File: config.mk
export PLATFORM = sky130hd
export DESIGN_NAME = ripple_add_sequencer
export DESIGN_NICKNAME = d
export VERILOG_FILES = /design/src/rtl/ripple_add_sequencer_pkg.sv /design/src/rtl/ripple_add_sequencer_rca_word.sv /design/src/rtl/ripple_add_sequencer.sv
export SDC_FILE = /design/constraint.sdc
export NUM_CORES = 1
export LEC_CHECK = 0
export ABC_AREA = 1
export CAP_MARGIN = 20
export CORE_MARGIN = 2
export CORE_UTILIZATION = 54
export CTS_CLUSTER_SIZE = 28
export DETAILED_ROUTE_END_ITERATION = 10
export GPL_ROUTABILITY_DRIVEN = 0
export PLACE_DENSITY_LB_ADDON = 0.25
export SYNTH_ARGS = -nofsm -noshare
export SYNTH_HDL_FRONTEND = slang
export SYNTH_SLANG_ARGS = --single-unit
File: constraint.sdc
create_clock -name clk -period 4.8 [get_ports clk]
set_clock_uncertainty 0.15 [all_clocks]
set_input_delay 0.48 -clock clk [delete_from_list [all_inputs] [get_ports clk]]
set_output_delay 0.48 -clock clk [all_outputs]
set_load 0.01 [all_outputs]
File: src/rtl/ripple_add_sequencer_pkg.sv
// Shared definitions for the multi-cycle wide adder: FSM states, word-count
// derivation and the operand/word width legality rule.
package ripple_add_sequencer_pkg;

    typedef enum logic [1:0] {
        ST_IDLE = 2'd0,
        ST_RUN  = 2'd1,
        ST_DONE = 2'd2
    } state_e;

    function automatic int num_words(input int data_width, input int word_width);
        return data_width / word_width;
    endfunction

    // A single-word configuration still needs a 1-bit counter.
    function automatic int idx_width(input int n_words);
        return (n_words > 1) ? $clog2(n_words) : 1;
    endfunction

    function automatic bit widths_legal(input int data_width, input int word_width);
        return (word_width > 0) && (data_width >= word_width) &&
               ((data_width % word_width) == 0);
    endfunction

endpackage

File: src/rtl/ripple_add_sequencer_rca_word.sv
// Combinational WIDTH-bit ripple-carry adder assembled from full-adder cells.
module rca_word #(
    parameter int WIDTH = 4
) (
    input  logic [WIDTH-1:0] a,
    input  logic [WIDTH-1:0] b,
    input  logic             ci,
    output logic [WIDTH-1:0] s,
    output logic             co
);

    logic [WIDTH:0] c_s;

    assign c_s[0] = ci;

    for (genvar i = 0; i < WIDTH; i++) begin : g_fa
        assign s[i]     = a[i] ^ b[i] ^ c_s[i];
        assign c_s[i+1] = (a[i] & b[i]) | (c_s[i] & (a[i] ^ b[i]));
    end

    assign co = c_s[WIDTH];

endmodule

File: src/rtl/ripple_add_sequencer.sv
// Wide adder that reuses one WORD_WIDTH ripple adder across the operand words,
// least significant word first, with the carry held in a register between words.
module ripple_add_sequencer
    import ripple_add_sequencer_pkg::*;
#(
    parameter int DATA_WIDTH = 16,
    parameter int WORD_WIDTH = 4
) (
    input  logic                  clk,
    input  logic                  rst_n,
    input  logic [DATA_WIDTH-1:0] din_a,
    input  logic [DATA_WIDTH-1:0] din_b,
    input  logic                  din_ci,
    input  logic                  din_vld,
    output logic                  din_rd,
    output logic [DATA_WIDTH-1:0] dout_s,
    output logic                  dout_co,
    output logic                  dout_vld,
    input  logic                  dout_rd,
    output logic                  busy
);

    localparam int NUM_WORDS = num_words(DATA_WIDTH, WORD_WIDTH);
    localparam int IDX_W     = idx_width(NUM_WORDS);
    localparam logic [IDX_W-1:0] LAST_IDX = IDX_W'(NUM_WORDS - 1);

    if (!widths_legal(DATA_WIDTH, WORD_WIDTH)) begin : g_bad_widths
        $error("DATA_WIDTH must be a non-zero multiple of WORD_WIDTH");
    end

    state_e                state_q, state_d;
    logic [IDX_W-1:0]      idx_q, idx_d;
    logic [DATA_WIDTH-1:0] a_q, a_d;
    logic [DATA_WIDTH-1:0] b_q, b_d;
    logic [DATA_WIDTH-1:0] sum_q, sum_d;
    logic                  carry_q, carry_d;

    logic [WORD_WIDTH-1:0] a_word_s;
    logic [WORD_WIDTH-1:0] b_word_s;
    logic [WORD_WIDTH-1:0] s_word_s;
    logic                  co_word_s;

    // Operand slice muxes feeding the shared word adder.
    always_comb begin
        a_word_s = '0;
        b_word_s = '0;
        for (int w = 0; w < NUM_WORDS; w++) begin
            a_word_s = (idx_q == IDX_W'(w)) ? a_q[w*WORD_WIDTH +: WORD_WIDTH] : a_word_s;
            b_word_s = (idx_q == IDX_W'(w)) ? b_q[w*WORD_WIDTH +: WORD_WIDTH] : b_word_s;
        end
    end

    rca_word #(
        .WIDTH (WORD_WIDTH)
    ) u_rca_word (
        .a  (a_word_s),
        .b  (b_word_s),
        .ci (carry_q),
        .s  (s_word_s),
        .co (co_word_s)
    );

    // Next-state logic: accept, sequence the words, then hold the result.
    always_comb begin
        state_d = state_q;
        idx_d   = idx_q;
        a_d     = a_q;
        b_d     = b_q;
        sum_d   = sum_q;
        carry_d = carry_q;
        case (state_q)
            ST_IDLE: begin
                if (din_vld) begin
                    a_d     = din_a;
                    b_d     = din_b;
                    carry_d = din_ci;
                    idx_d   = '0;
                    state_d = ST_RUN;
                end else begin
                    state_d = ST_IDLE;
                end
            end
            ST_RUN: begin
                carry_d = co_word_s;
                for (int w = 0; w < NUM_WORDS; w++) begin
                    sum_d[w*WORD_WIDTH +: WORD_WIDTH] = (idx_q == IDX_W'(w)) ?
                        s_word_s : sum_d[w*WORD_WIDTH +: WORD_WIDTH];
                end
                if (idx_q == LAST_IDX) begin
                    idx_d   = '0;
                    state_d = ST_DONE;
                end else begin
                    idx_d   = idx_q + IDX_W'(1);
                end
            end
            ST_DONE: begin
                if (dout_rd) begin
                    state_d = ST_IDLE;
                end else begin
                    state_d = ST_DONE;
                end
            end
            default: begin
                state_d = ST_IDLE;
                idx_d   = '0;
            end
        endcase
    end

    // State, counter and datapath registers.
    always_ff @(posedge clk or negedge rst_n) begin
        if (!rst_n) begin
            state_q <= ST_IDLE;
            idx_q   <= '0;
            a_q     <= '0;
            b_q     <= '0;
            sum_q   <= '0;
            carry_q <= 1'b0;
        end else begin
            state_q <= state_d;
            idx_q   <= idx_d;
            a_q     <= a_d;
            b_q     <= b_d;
            sum_q   <= sum_d;
            carry_q <= carry_d;
        end
    end

    assign din_rd   = (state_q == ST_IDLE);
    assign dout_vld = (state_q == ST_DONE);
    assign busy     = (state_q != ST_IDLE);
    assign dout_s   = sum_q;
    assign dout_co  = carry_q;

endmodule
### After elaboration in Yosys (flattened, before gate mapping)

Index checks and enable logic that the tools add are counted.

| storage, ports and cells | value |
|---|---|
| output and inout port bits | 20 |
| register bits | 53 |
| logic and storage cells | 66 |
| input bits | 37 |

| operators by class | value |
|---|---|
| bitwise logic cells | 21 |
| equal/unequal tests | 7 |
| reduce and logical (&&, ||, !) cells | 11 |
| muxes and demuxes | 17 |
| add/sub/neg operators | 1 |

Operators by type and width:

| operator | number |
|---|---|
| 4-bit two-way mux | 8 |
| 2-bit AND reduction | 7 |
| 2-bit case mux with 3 select lines | 2 |
| 1-bit AND | 8 |
| 2-bit two-way mux | 4 |
| 1-bit bitwise XOR | 8 |
| 2-bit equality test (second input constant) | 3 |
| 2-bit by 1-bit equality test with 1-bit output (second input constant) | 2 |
| 2-bit zero test | 2 |
| 2-bit inequality test (second input constant) | 2 |
| 1-bit OR | 4 |
| 2-bit nonzero test | 2 |
| 2-bit by 1-bit adder with 2-bit output (second input constant) | 1 |
| 1-bit two-way mux | 2 |
| 1-bit case mux with 2 select lines | 1 |
| 1-bit inverter | 1 |

### Longest topological paths before layout

Gate-level depths: netlist of the first run.

| depth | value |
|---|---|
| depth after elaboration | 15 |
| mapped depth | 17 |
| gate-level depth less buffers | 16 |

### Modules after synthesis

A second synthesis of the first run with hierarchy kept.

| second synthesis, totals | value |
|---|---|
| cell total of the unflattened synthesis | 314 |
| area, all modules | 2613.8 sq um |

By module, submodules not included:

| module | seq. area each (sq um) | area each (sq um) | instances | cells an instance |
|---|---|---|---|---|
| ripple_add_sequencer | 1326.3 | 2496.1 | 1 | 300 |
| rca_word | 0.0 | 117.6 | 1 | 14 |

### Least setup slack after synthesis of the first run

No wires, ideal clock.

| path | value |
|---|---|
| kind | reg-to-reg |
| start point | register idx_q[0] |
| end point | register sum_q[15] (netlist: dout_s[15]) |
| cell stages (with the launch flop) | 15 |
| arrival time | 2886 ps |
| period minus slack after synthesis | 3112 ps |
| path slack | 1688 ps |
| data required time | 4574 ps |
| setup time | 76 ps |
| path buffers | 1 |
| cell sequence | dfrtp_1 inv_1 ha_1 buf_4 inv_1 nor2_1 nor2_1 a21boi_0 fa_1 inv_1 fa_1 fa_1 fa_1 inv_1 o21ai_1 |

| on the way | value |
|---|---|
| word-level cells in the longest chain between the ends | 13 |
| elaborated cells on any way between the ends | 27 |
| those cells by class | 3 x eq/ne; 8 x mux; 14 x bitwise; 2 x reduce/logical |

RTL lines:

| item | RTL line | source |
|---|---|---|
| start, declared | ripple_add_sequencer.sv:32 | `logic [IDX_W-1:0] idx_q, idx_d;` |
| start signal, assigned | ripple_add_sequencer.sv:121 | `idx_q <= idx_d;` |
| 2-bit zero test | ripple_add_sequencer.sv:48, ripple_add_sequencer.sv:49 |  |
| 4-bit two-way mux, on equally long branches (4 in series) | ripple_add_sequencer.sv:48, ripple_add_sequencer.sv:49 |  |
| 1-bit bitwise XOR | ripple_add_sequencer_rca_word.sv:18 | `assign c_s[i+1] = (a[i] & b[i]) \| (c_s[i] & (a[i] ^ b[i]));` |
| 1-bit AND | ripple_add_sequencer_rca_word.sv:18 |  |
| 1-bit OR | ripple_add_sequencer_rca_word.sv:18 |  |
| 1-bit AND | ripple_add_sequencer_rca_word.sv:18 |  |
| 1-bit OR | ripple_add_sequencer_rca_word.sv:18 |  |
| 1-bit AND | ripple_add_sequencer_rca_word.sv:18 |  |
| 1-bit OR | ripple_add_sequencer_rca_word.sv:18 |  |
| 1-bit bitwise XOR * | ripple_add_sequencer_rca_word.sv:17 | `assign s[i] = a[i] ^ b[i] ^ c_s[i];` |
| named net s_word_s[3] | ripple_add_sequencer.sv:40 | `logic [WORD_WIDTH-1:0] s_word_s;` |
| end signal, assigned | ripple_add_sequencer.sv:124 | `sum_q <= sum_d;` |
| end, declared | ripple_add_sequencer.sv:35 | `logic [DATA_WIDTH-1:0] sum_q, sum_d;` |

The timed path passes the listed nets; every way through them passes the cells marked *.
A chain may end at the register's enable or synchronous reset.

### Worst setup path after layout of the first run

Ends and elaborated chain as after synthesis.

==> results of run 1 <==
==> area by class of cell <==
| class | instances | area [µm²] |
|---|---|---|
| Clock buffer | 7 | 96.3 |
| Inverter | 19 | 71.3 |
| Tap cell | 67 | 83.8 |
| Timing Repair Buffer | 58 | 571 |
| Clock inverter | 1 | 5.00 |
| Fill cell | 392 | 1430 |
| Sequential cell | 53 | 1330 |
| Multi-Input combinational cell | 216 | 1140 |
==> path summary, 6_finish.rpt <==
path                            slack, ns                 start                endpoint
worst max register to register       1.17  idx_q[0]$_DFFE_PN0P_  dout_s[15]$_DFFE_PN0P_
worst min register to register       0.33   a_q[12]$_DFFE_PN0P_     a_q[12]$_DFFE_PN0P_
worst min-delay path                 0.14                 rst_n      a_q[6]$_DFFE_PN0P_
min in group clk                     0.33   a_q[12]$_DFFE_PN0P_     a_q[12]$_DFFE_PN0P_
worst max-delay path                 1.17  idx_q[0]$_DFFE_PN0P_  dout_s[15]$_DFFE_PN0P_
max in group asynchronous            3.93                 rst_n     b_q[11]$_DFFE_PN0P_
==> per-layer routing <==
metal | share of wire | vias to the layer above | routed length, µm | track usage
met1 | 0.47 | 978 | 2510 | 0.319
met4 | 0.0099 | 0 | 53 | 0.0707
met5 | 0 | - | 0 | 0
met3 | 0.043 | 6 | 234 | 0.0521
li1 | - | 1054 | - | -
met2 | 0.48 | 65 | 2580 | 0.347
==> kinds of logic (layout without fill, tap and decap cells) <==
family / after synthesis / in the layout / synth area share
AND/OR/NAND/NOR: 171 / 171 / 0.300
flip-flops: 53 / 53 / 0.502
AO/OA/AOI/OAI: 37 / 37 / 0.0834
buffers and inverters: 33 / 85 / 0.0644
adder cells (fa/ha/maj): 8 / 8 / 0.0493
==> sequential cells by signal, summed over array words and instances (netlist names) <==
register  count
a_q          16
b_q          16
dout_co       1
dout_s       16
idx_q         2
state_q       2
==> metrics by stage <==
stage               instance area, µm²  utilization  power (mW)
global placement                  3200        0.677        2.02
global route                      3300        0.698        2.55
detailed placement                3200        0.677        2.07
floorplan                         2640            -        1.67
CTS                               3300        0.698        2.34
finish                            3300        0.698        2.32
==> synthesized netlist by cell type, drive strengths merged <==
cell type  count  area, µm²
fa             4       80.1
a21oi         18       97.6
nand2        117        472
ha             4       50.1
buf           14       98.8
a21boi         1       7.51
nor2          19       95.1
dfrtp         53       1330
o31ai          1       7.51
inv           19       71.3
nand3         34        220
o21ai         17        108
or2            1       6.26
==> report_power, final <==
group          switching [mW]  internal [mW]  leakage [nW]
Clock                   0.138          0.131        0.0542
Combinational           0.775          0.482         0.929
Sequential              0.135          0.660         0.653
Total                    1.05           1.27          1.64
==> flow_results.xml, run 1 <==
<?xml version="1.0" encoding="UTF-8"?>
<metrics>
  <group name="run_status">
    <metric name="status" unit="">completed</metric>
  </group>
  <group name="floorplanning">
    <metric name="dieHeight" unit="µm">73.9</metric>
    <metric name="floorplan.core_area" unit="µm²">4720</metric>
    <metric name="boundaryPins" unit="">57</metric>
    <metric name="initial_standard_cell_utilization_of_the_core" unit="">0.559</metric>
    <metric name="dieArea" unit="µm²">5460</metric>
    <metric name="die_width" unit="µm">73.9</metric>
    <metric name="floorplan.rows" unit="">25</metric>
  </group>
  <group name="layout">
    <metric name="final_net_count" unit="">398</metric>
    <metric name="final_layout_size_suffix_gt1_frac" unit="">0.107</metric>
    <metric name="antenna_cells" unit="">0</metric>
    <metric name="mostFrequentLayoutCell" unit="">sky130_fd_sc_hd__nand2_1</metric>
    <metric name="finish.cell_count_without_fillers" unit="">421</metric>
    <metric name="final_cell_mix" unit="">sky130_fd_sc_hd__nand2_1, sky130_fd_sc_hd__clkdlybuf4s50_1, sky130_fd_sc_hd__dfrtp_1</metric>
    <metric name="areaGrowthSynthToFinish" unit="%">24.9</metric>
  </group>
  <group name="yosys">
    <metric name="netlist_instances" unit="">302</metric>
    <metric name="yosys_register_bits" unit="">53</metric>
    <metric name="netlist_area" unit="µm²">2640</metric>
    <metric name="average_size_of_a_mapped_cell" unit="µm²">8.74</metric>
    <metric name="synth_fp_nets" unit="">347</metric>
    <metric name="synth.lib_cells_used.distinct" unit="">23</metric>
    <metric name="seq_area_frac_synth" unit="">0.502</metric>
    <metric name="synth_warnings" unit="">0</metric>
  </group>
  <group name="power">
    <metric name="total_leakage_power" unit="nW">1.64</metric>
    <metric name="vdd.ir_drop.worst" unit="V">0.000276</metric>
    <metric name="p_per_area" unit="nW/µm²">704</metric>
  </group>
  <group name="clocking">
    <metric name="post_cts_resize_count" unit="">0</metric>
    <metric name="worst_setup_hold_path_clk_slew" unit="ns">0.09</metric>
    <metric name="cts_buffer_depth" unit="">2</metric>
    <metric name="cts_post_setup_buffers_inserted" unit="">0</metric>
    <metric name="cts_max_level" unit="">2</metric>
    <metric name="clk_latency" unit="ns">0.30</metric>
    <metric name="post_cts_hold_buffer_count" unit="">0</metric>
    <metric name="cts_tree" unit="">done</metric>
    <metric name="numClockSinks" unit="">53</metric>
    <metric name="ctsRootBufferMaster" unit="">sky130_fd_sc_hd__clkbuf_8</metric>
    <metric name="numCtsBuffers" unit="">5</metric>
  </group>
  <group name="critical_path">
    <metric name="path_class" unit="">flip-flop to flip-flop</metric>
    <metric name="worst-path-buf-inv" unit="">4</metric>
    <metric name="required_time_at_the_endpoint_of_the_critical_path" unit="ns">4.88</metric>
    <metric name="critical_path.endpoint_type" unit="">flip-flop</metric>
    <metric name="critical_path.cell_chain" unit="">inv_1 &gt; ha_1 &gt; inv_1 &gt; nor2_1 &gt; nor2_1 &gt; a21boi_0 &gt; fa_1 &gt; inv_1 &gt; fa_1 &gt; fa_1 &gt; fa_1 &gt; inv_1 &gt; o21ai_1</metric>
    <metric name="critPathArrivalTime" unit="ns">3.71</metric>
    <metric name="critical_path.slowest_cell" unit="">sky130_fd_sc_hd__fa_1</metric>
    <metric name="ff_to_ff_path_depth" unit="">13</metric>
    <metric name="critical_path_cell_count" unit="">13</metric>
    <metric name="critical_path.max_stage_delay" unit="ns">0.49</metric>
    <metric name="worst_path_dominant_cell_family" unit="">adder cells</metric>
    <metric name="worst_setup_path_start_kind" unit="">flip-flop</metric>
    <metric name="path_max_fanout" unit="">10</metric>
  </group>
  <group name="hold_path">
    <metric name="holdCritPathClass" unit="">primary input to asynchronous set/reset pin</metric>
  </group>
  <group name="placed_design">
    <metric name="placement.io_buffers" unit="">56</metric>
    <metric name="dp.final_hpwl" unit="mm">3.87</metric>
    <metric name="pre_cts_ws" unit="ns">1.19</metric>
    <metric name="placedCellCount" unit="">413</metric>
  </group>
  <group name="global_routing">
    <metric name="grt_pass1_vias" unit="">2072</metric>
    <metric name="global_route_wire_length_before_repair" unit="mm">9.46</metric>
    <metric name="largest_net_degree_at_the_start_of_global_routing" unit="">54</metric>
    <metric name="antenna_violations_before_repair" unit="">0</metric>
    <metric name="global_route.usage.total" unit="">0.225</metric>
    <metric name="overflow" unit="">0</metric>
  </group>
  <group name="timing">
    <metric name="report.final.slew_viol_count" unit="">0</metric>
    <metric name="rsz0062_at_grt" unit="">false</metric>
    <metric name="timing.hold.ws" unit="ns">0.135</metric>
    <metric name="layout_worst_path_cycle_share" unit="">0.756</metric>
    <metric name="clock.fmax" unit="MHz">276</metric>
    <metric name="setup_viol_count_final" unit="">0</metric>
    <metric name="timing_hold_violations_final" unit="">0</metric>
    <metric name="slew-limit-headroom" unit="">0.492</metric>
    <metric name="fin_crit" unit="ns">3.63</metric>
    <metric name="fin_setup_tns" unit="ns">0</metric>
    <metric name="tightestPinTransition" unit="ns">0.760</metric>
    <metric name="setup_ws" unit="ns">1.17</metric>
  </group>
  <group name="detailed_routing">
    <metric name="remaining_antenna_violation_count" unit="">0</metric>
    <metric name="drc" unit="">0</metric>
    <metric name="drt-pass1-iter-count" unit="">4</metric>
    <metric name="avg_vias_per_cell" unit="">5.00</metric>
    <metric name="route.final.wire_length" unit="mm">5.38</metric>
    <metric name="avgRoutedWirePerCell" unit="µm">12.8</metric>
    <metric name="iteration_0_drc_count_of_the_detailed_router" unit="">154</metric>
    <metric name="via_count" unit="">2103</metric>
  </group>
  <group name="run">
    <metric name="cap_violations" unit="">0</metric>
  </group>
</metrics>
No activity file was read; power rests on OpenSTA's default activity.
==> run 2, diff against run 1 <==
CORE_UTILIZATION = 51   (was 54)
clock period = 3.5 ns   (was 4.8 ns; I/O delays follow)
==> run 2 against run 1 <==
  * Combinational power grew 38%
  * Die area grew 5.6%
  * First-iteration DRC count shrank 31%
  * Power grew 39%
  * Sequential share of layout area shrank 0.82 points
  * Hold slack gained 0.18 ns
  * Sequential cell count is the same
  * Routed wire length is essentially flat
  * Via count shrank 1.4%
  * Critical path type unchanged
  * Largest cell class unchanged
  * Largest power group unchanged
  * Highest routed layer unchanged
==> flow_results.xml, run 2 (same netlist as run 1, synthesis figures left out) <==
<?xml version="1.0" encoding="UTF-8"?>
<metrics>
  <group name="run_status">
    <metric name="status" unit="">completed</metric>
  </group>
  <group name="layout">
    <metric name="areaGrowthSynthToFinish" unit="%">27.5</metric>
    <metric name="antenna_cells" unit="">0</metric>
    <metric name="final_cell_mix" unit="">sky130_fd_sc_hd__nand2_1, sky130_fd_sc_hd__clkdlybuf4s50_1, sky130_fd_sc_hd__dfrtp_1</metric>
    <metric name="final_net_count" unit="">404</metric>
    <metric name="mostFrequentLayoutCell" unit="">sky130_fd_sc_hd__nand2_1</metric>
    <metric name="final_layout_size_suffix_gt1_frac" unit="">0.120</metric>
  </group>
  <group name="timing">
    <metric name="tightestPinTransition" unit="ns">0.714</metric>
    <metric name="timing_hold_violations_final" unit="">0</metric>
    <metric name="setup_viol_count_final" unit="">0</metric>
    <metric name="setup_ws" unit="ns">0.354</metric>
    <metric name="fin_crit" unit="ns">3.15</metric>
    <metric name="rsz0062_at_grt" unit="">false</metric>
    <metric name="report.final.slew_viol_count" unit="">0</metric>
    <metric name="clock.fmax" unit="MHz">318</metric>
    <metric name="slew-limit-headroom" unit="">0.523</metric>
    <metric name="fin_setup_tns" unit="ns">0</metric>
    <metric name="layout_worst_path_cycle_share" unit="">0.899</metric>
  </group>
  <group name="clocking">
    <metric name="cts_tree" unit="">done</metric>
    <metric name="numClockSinks" unit="">53</metric>
    <metric name="cts_max_level" unit="">2</metric>
    <metric name="cts_buffer_depth" unit="">2</metric>
    <metric name="clk_latency" unit="ns">0.30</metric>
    <metric name="worst_setup_hold_path_clk_slew" unit="ns">0.09</metric>
    <metric name="cts_post_setup_buffers_inserted" unit="">0</metric>
    <metric name="ctsRootBufferMaster" unit="">sky130_fd_sc_hd__clkbuf_8</metric>
    <metric name="numCtsBuffers" unit="">5</metric>
  </group>
  <group name="critical_path">
    <metric name="critical_path_cell_count" unit="">13</metric>
    <metric name="reg_to_reg_end" unit="">dout_s[3]$_DFFE_PN0P_</metric>
    <metric name="critical_path.endpoint_type" unit="">flip-flop</metric>
    <metric name="worst_setup_path_start_kind" unit="">flip-flop</metric>
    <metric name="crit_path_start" unit="">idx_q[1]$_DFFE_PN0P_</metric>
    <metric name="worst_path_dominant_cell_family" unit="">adder cells</metric>
    <metric name="ff_to_ff_path_depth" unit="">13</metric>
    <metric name="rr_startpoint" unit="">idx_q[1]$_DFFE_PN0P_</metric>
    <metric name="path_max_fanout" unit="">8</metric>
    <metric name="required_time_at_the_endpoint_of_the_critical_path" unit="ns">3.58</metric>
    <metric name="timing.reg2reg.setup_slack" unit="ns">0.35</metric>
    <metric name="critPathArrivalTime" unit="ns">3.23</metric>
    <metric name="critical_path.max_stage_delay" unit="ns">0.48</metric>
    <metric name="critPathCapture" unit="">dout_s[3]$_DFFE_PN0P_</metric>
    <metric name="path_class" unit="">flip-flop to flip-flop</metric>
    <metric name="critical_path.cell_chain" unit="">inv_1 &gt; ha_2 &gt; inv_1 &gt; nand3_1 &gt; nand2_1 &gt; a21boi_1 &gt; fa_1 &gt; inv_1 &gt; fa_1 &gt; fa_1 &gt; fa_1 &gt; inv_1 &gt; o21ai_1</metric>
    <metric name="critical_path.slowest_cell" unit="">sky130_fd_sc_hd__fa_1</metric>
    <metric name="worst-path-buf-inv" unit="">4</metric>
  </group>
  <group name="detailed_routing">
    <metric name="via_count" unit="">2074</metric>
    <metric name="route.final.wire_length" unit="mm">5.39</metric>
    <metric name="iteration_0_drc_count_of_the_detailed_router" unit="">106</metric>
    <metric name="avgRoutedWirePerCell" unit="µm">12.6</metric>
    <metric name="avg_vias_per_cell" unit="">4.83</metric>
    <metric name="drt-pass1-iter-count" unit="">4</metric>
    <metric name="remaining_antenna_violation_count" unit="">0</metric>
    <metric name="drc" unit="">0</metric>
  </group>
  <group name="global_routing">
    <metric name="antenna_violations_before_repair" unit="">0</metric>
    <metric name="global_route.usage.total" unit="">0.204</metric>
    <metric name="grt_pass1_vias" unit="">2086</metric>
    <metric name="global_route_wire_length_before_repair" unit="mm">9.61</metric>
    <metric name="overflow" unit="">0</metric>
    <metric name="largest_net_degree_at_the_start_of_global_routing" unit="">42</metric>
  </group>
  <group name="floorplanning">
    <metric name="floorplan.rows" unit="">26</metric>
    <metric name="dieHeight" unit="µm">76.0</metric>
    <metric name="die_width" unit="µm">76.0</metric>
    <metric name="initial_standard_cell_utilization_of_the_core" unit="">0.524</metric>
    <metric name="floorplan.core_area" unit="µm²">5040</metric>
    <metric name="boundaryPins" unit="">57</metric>
    <metric name="dieArea" unit="µm²">5770</metric>
  </group>
  <group name="power">
    <metric name="vdd.ir_drop.worst" unit="V">0.000422</metric>
    <metric name="pwr-share-comb" unit="">0.538</metric>
    <metric name="total_leakage_power" unit="nW">1.67</metric>
    <metric name="report.power.total" unit="mW">3.23</metric>
    <metric name="seqPwrFrac" unit="">0.339</metric>
    <metric name="intPower" unit="mW">1.80</metric>
    <metric name="power_switching" unit="mW">1.43</metric>
    <metric name="pwr-share-clk" unit="">0.123</metric>
    <metric name="p_per_area" unit="nW/µm²">960</metric>
    <metric name="power.share.switching" unit="">0.442</metric>
  </group>
  <group name="placed_design">
    <metric name="dp.final_hpwl" unit="mm">4.04</metric>
    <metric name="placement.io_buffers" unit="">56</metric>
    <metric name="pre_cts_ws" unit="ns">0.216</metric>
  </group>
  <group name="run">
    <metric name="cap_violations" unit="">0</metric>
  </group>
  <group name="hold_path">
    <metric name="holdCritPathClass" unit="">primary input to asynchronous set/reset pin</metric>
  </group>
</metrics>
-- run 2: cell types whose count changed in the layout (fill, tap and decap cells not counted) --
cell                            change
sky130_fd_sc_hd__buf_4              +4
sky130_fd_sc_hd__clkbuf_8           -2
sky130_fd_sc_hd__a21boi_0           -1
sky130_fd_sc_hd__a21boi_1           +1
sky130_fd_sc_hd__buf_12             +1
sky130_fd_sc_hd__bufinv_16          +1
sky130_fd_sc_hd__dlygate4sd3_1      +1
sky130_fd_sc_hd__ha_1               -1
sky130_fd_sc_hd__ha_2               +1
-- run 2: repair_timing --
| action | CTS | global route |
|---|---|---|
| gates resized for setup | 0 | 2 |
| setup endpoints to repair | 0 | 5 |
| endpoints found under the hold margin | 12 | 0 |
| hold buffers | 1 | 0 |
-- run 2: how the worst min path moves through the flow --
stage                         from               endpoint  depth (start not counted)
3_5_place_dp                 rst_n     b_q[6]$_DFFE_PN0P_                          1
4_1_cts                      rst_n  dout_s[4]$_DFFE_PN0P_                          2
2_1_floorplan                rst_n     a_q[0]$_DFFE_PN0P_                          0
5_1_grt                      rst_n  dout_s[4]$_DFFE_PN0P_                          2
3_3_place_gp   b_q[13]$_DFFE_PN0P_    b_q[13]$_DFFE_PN0P_                          2
6_report                     rst_n  dout_s[4]$_DFFE_PN0P_                          2
-- run 2: cell type report --
| class | instances | area (µm²) |
|---|---|---|
| Fill cell | 435 | 1680 |
| Sequential cell | 53 | 1330 |
| Multi-Input combinational cell | 216 | 1150 |
| Timing Repair Buffer | 64 | 631 |
| Tap cell | 70 | 87.6 |
| Inverter | 19 | 71.3 |
| Clock buffer | 5 | 68.8 |
| Clock inverter | 2 | 35.0 |
-- run 2: per-layer routing --
metal / GRT usage / vias to the layer above / wire length (µm)
li1: - / 1069 / -
met5: 0 / - / 0
met1: 0.288 / 944 / 2610
met3: 0.0452 / 8 / 245
met4: 0.0436 / 0 / 60
met2: 0.329 / 53 / 2470
-- run 2: power by group through the flow --
stage / Combinational, mW / Sequential [mW] / Clock (mW)
after floorplan: 1.20 / 1.09 / 0
after global placement: 1.72 / 1.10 / 0
after detailed placement: 1.76 / 1.11 / 0
after CTS: 1.77 / 1.10 / 0.401
after global routing: 2.00 / 1.13 / 0.429
final: 1.74 / 1.10 / 0.397
-- run 2: metrics by stage --
stage / area [µm²] / hold slack [ns] / std cells / utilization
floorplan: 2640 / -0.0956 / 302 / -
global placement: 3230 / 0.306 / 420 / 0.640
detailed placement: 3250 / 0.108 / 421 / 0.644
CTS: 3360 / 0.325 / 429 / 0.667
global route: 3370 / 0.335 / 429 / 0.667
finish: 3370 / 0.314 / 429 / 0.667
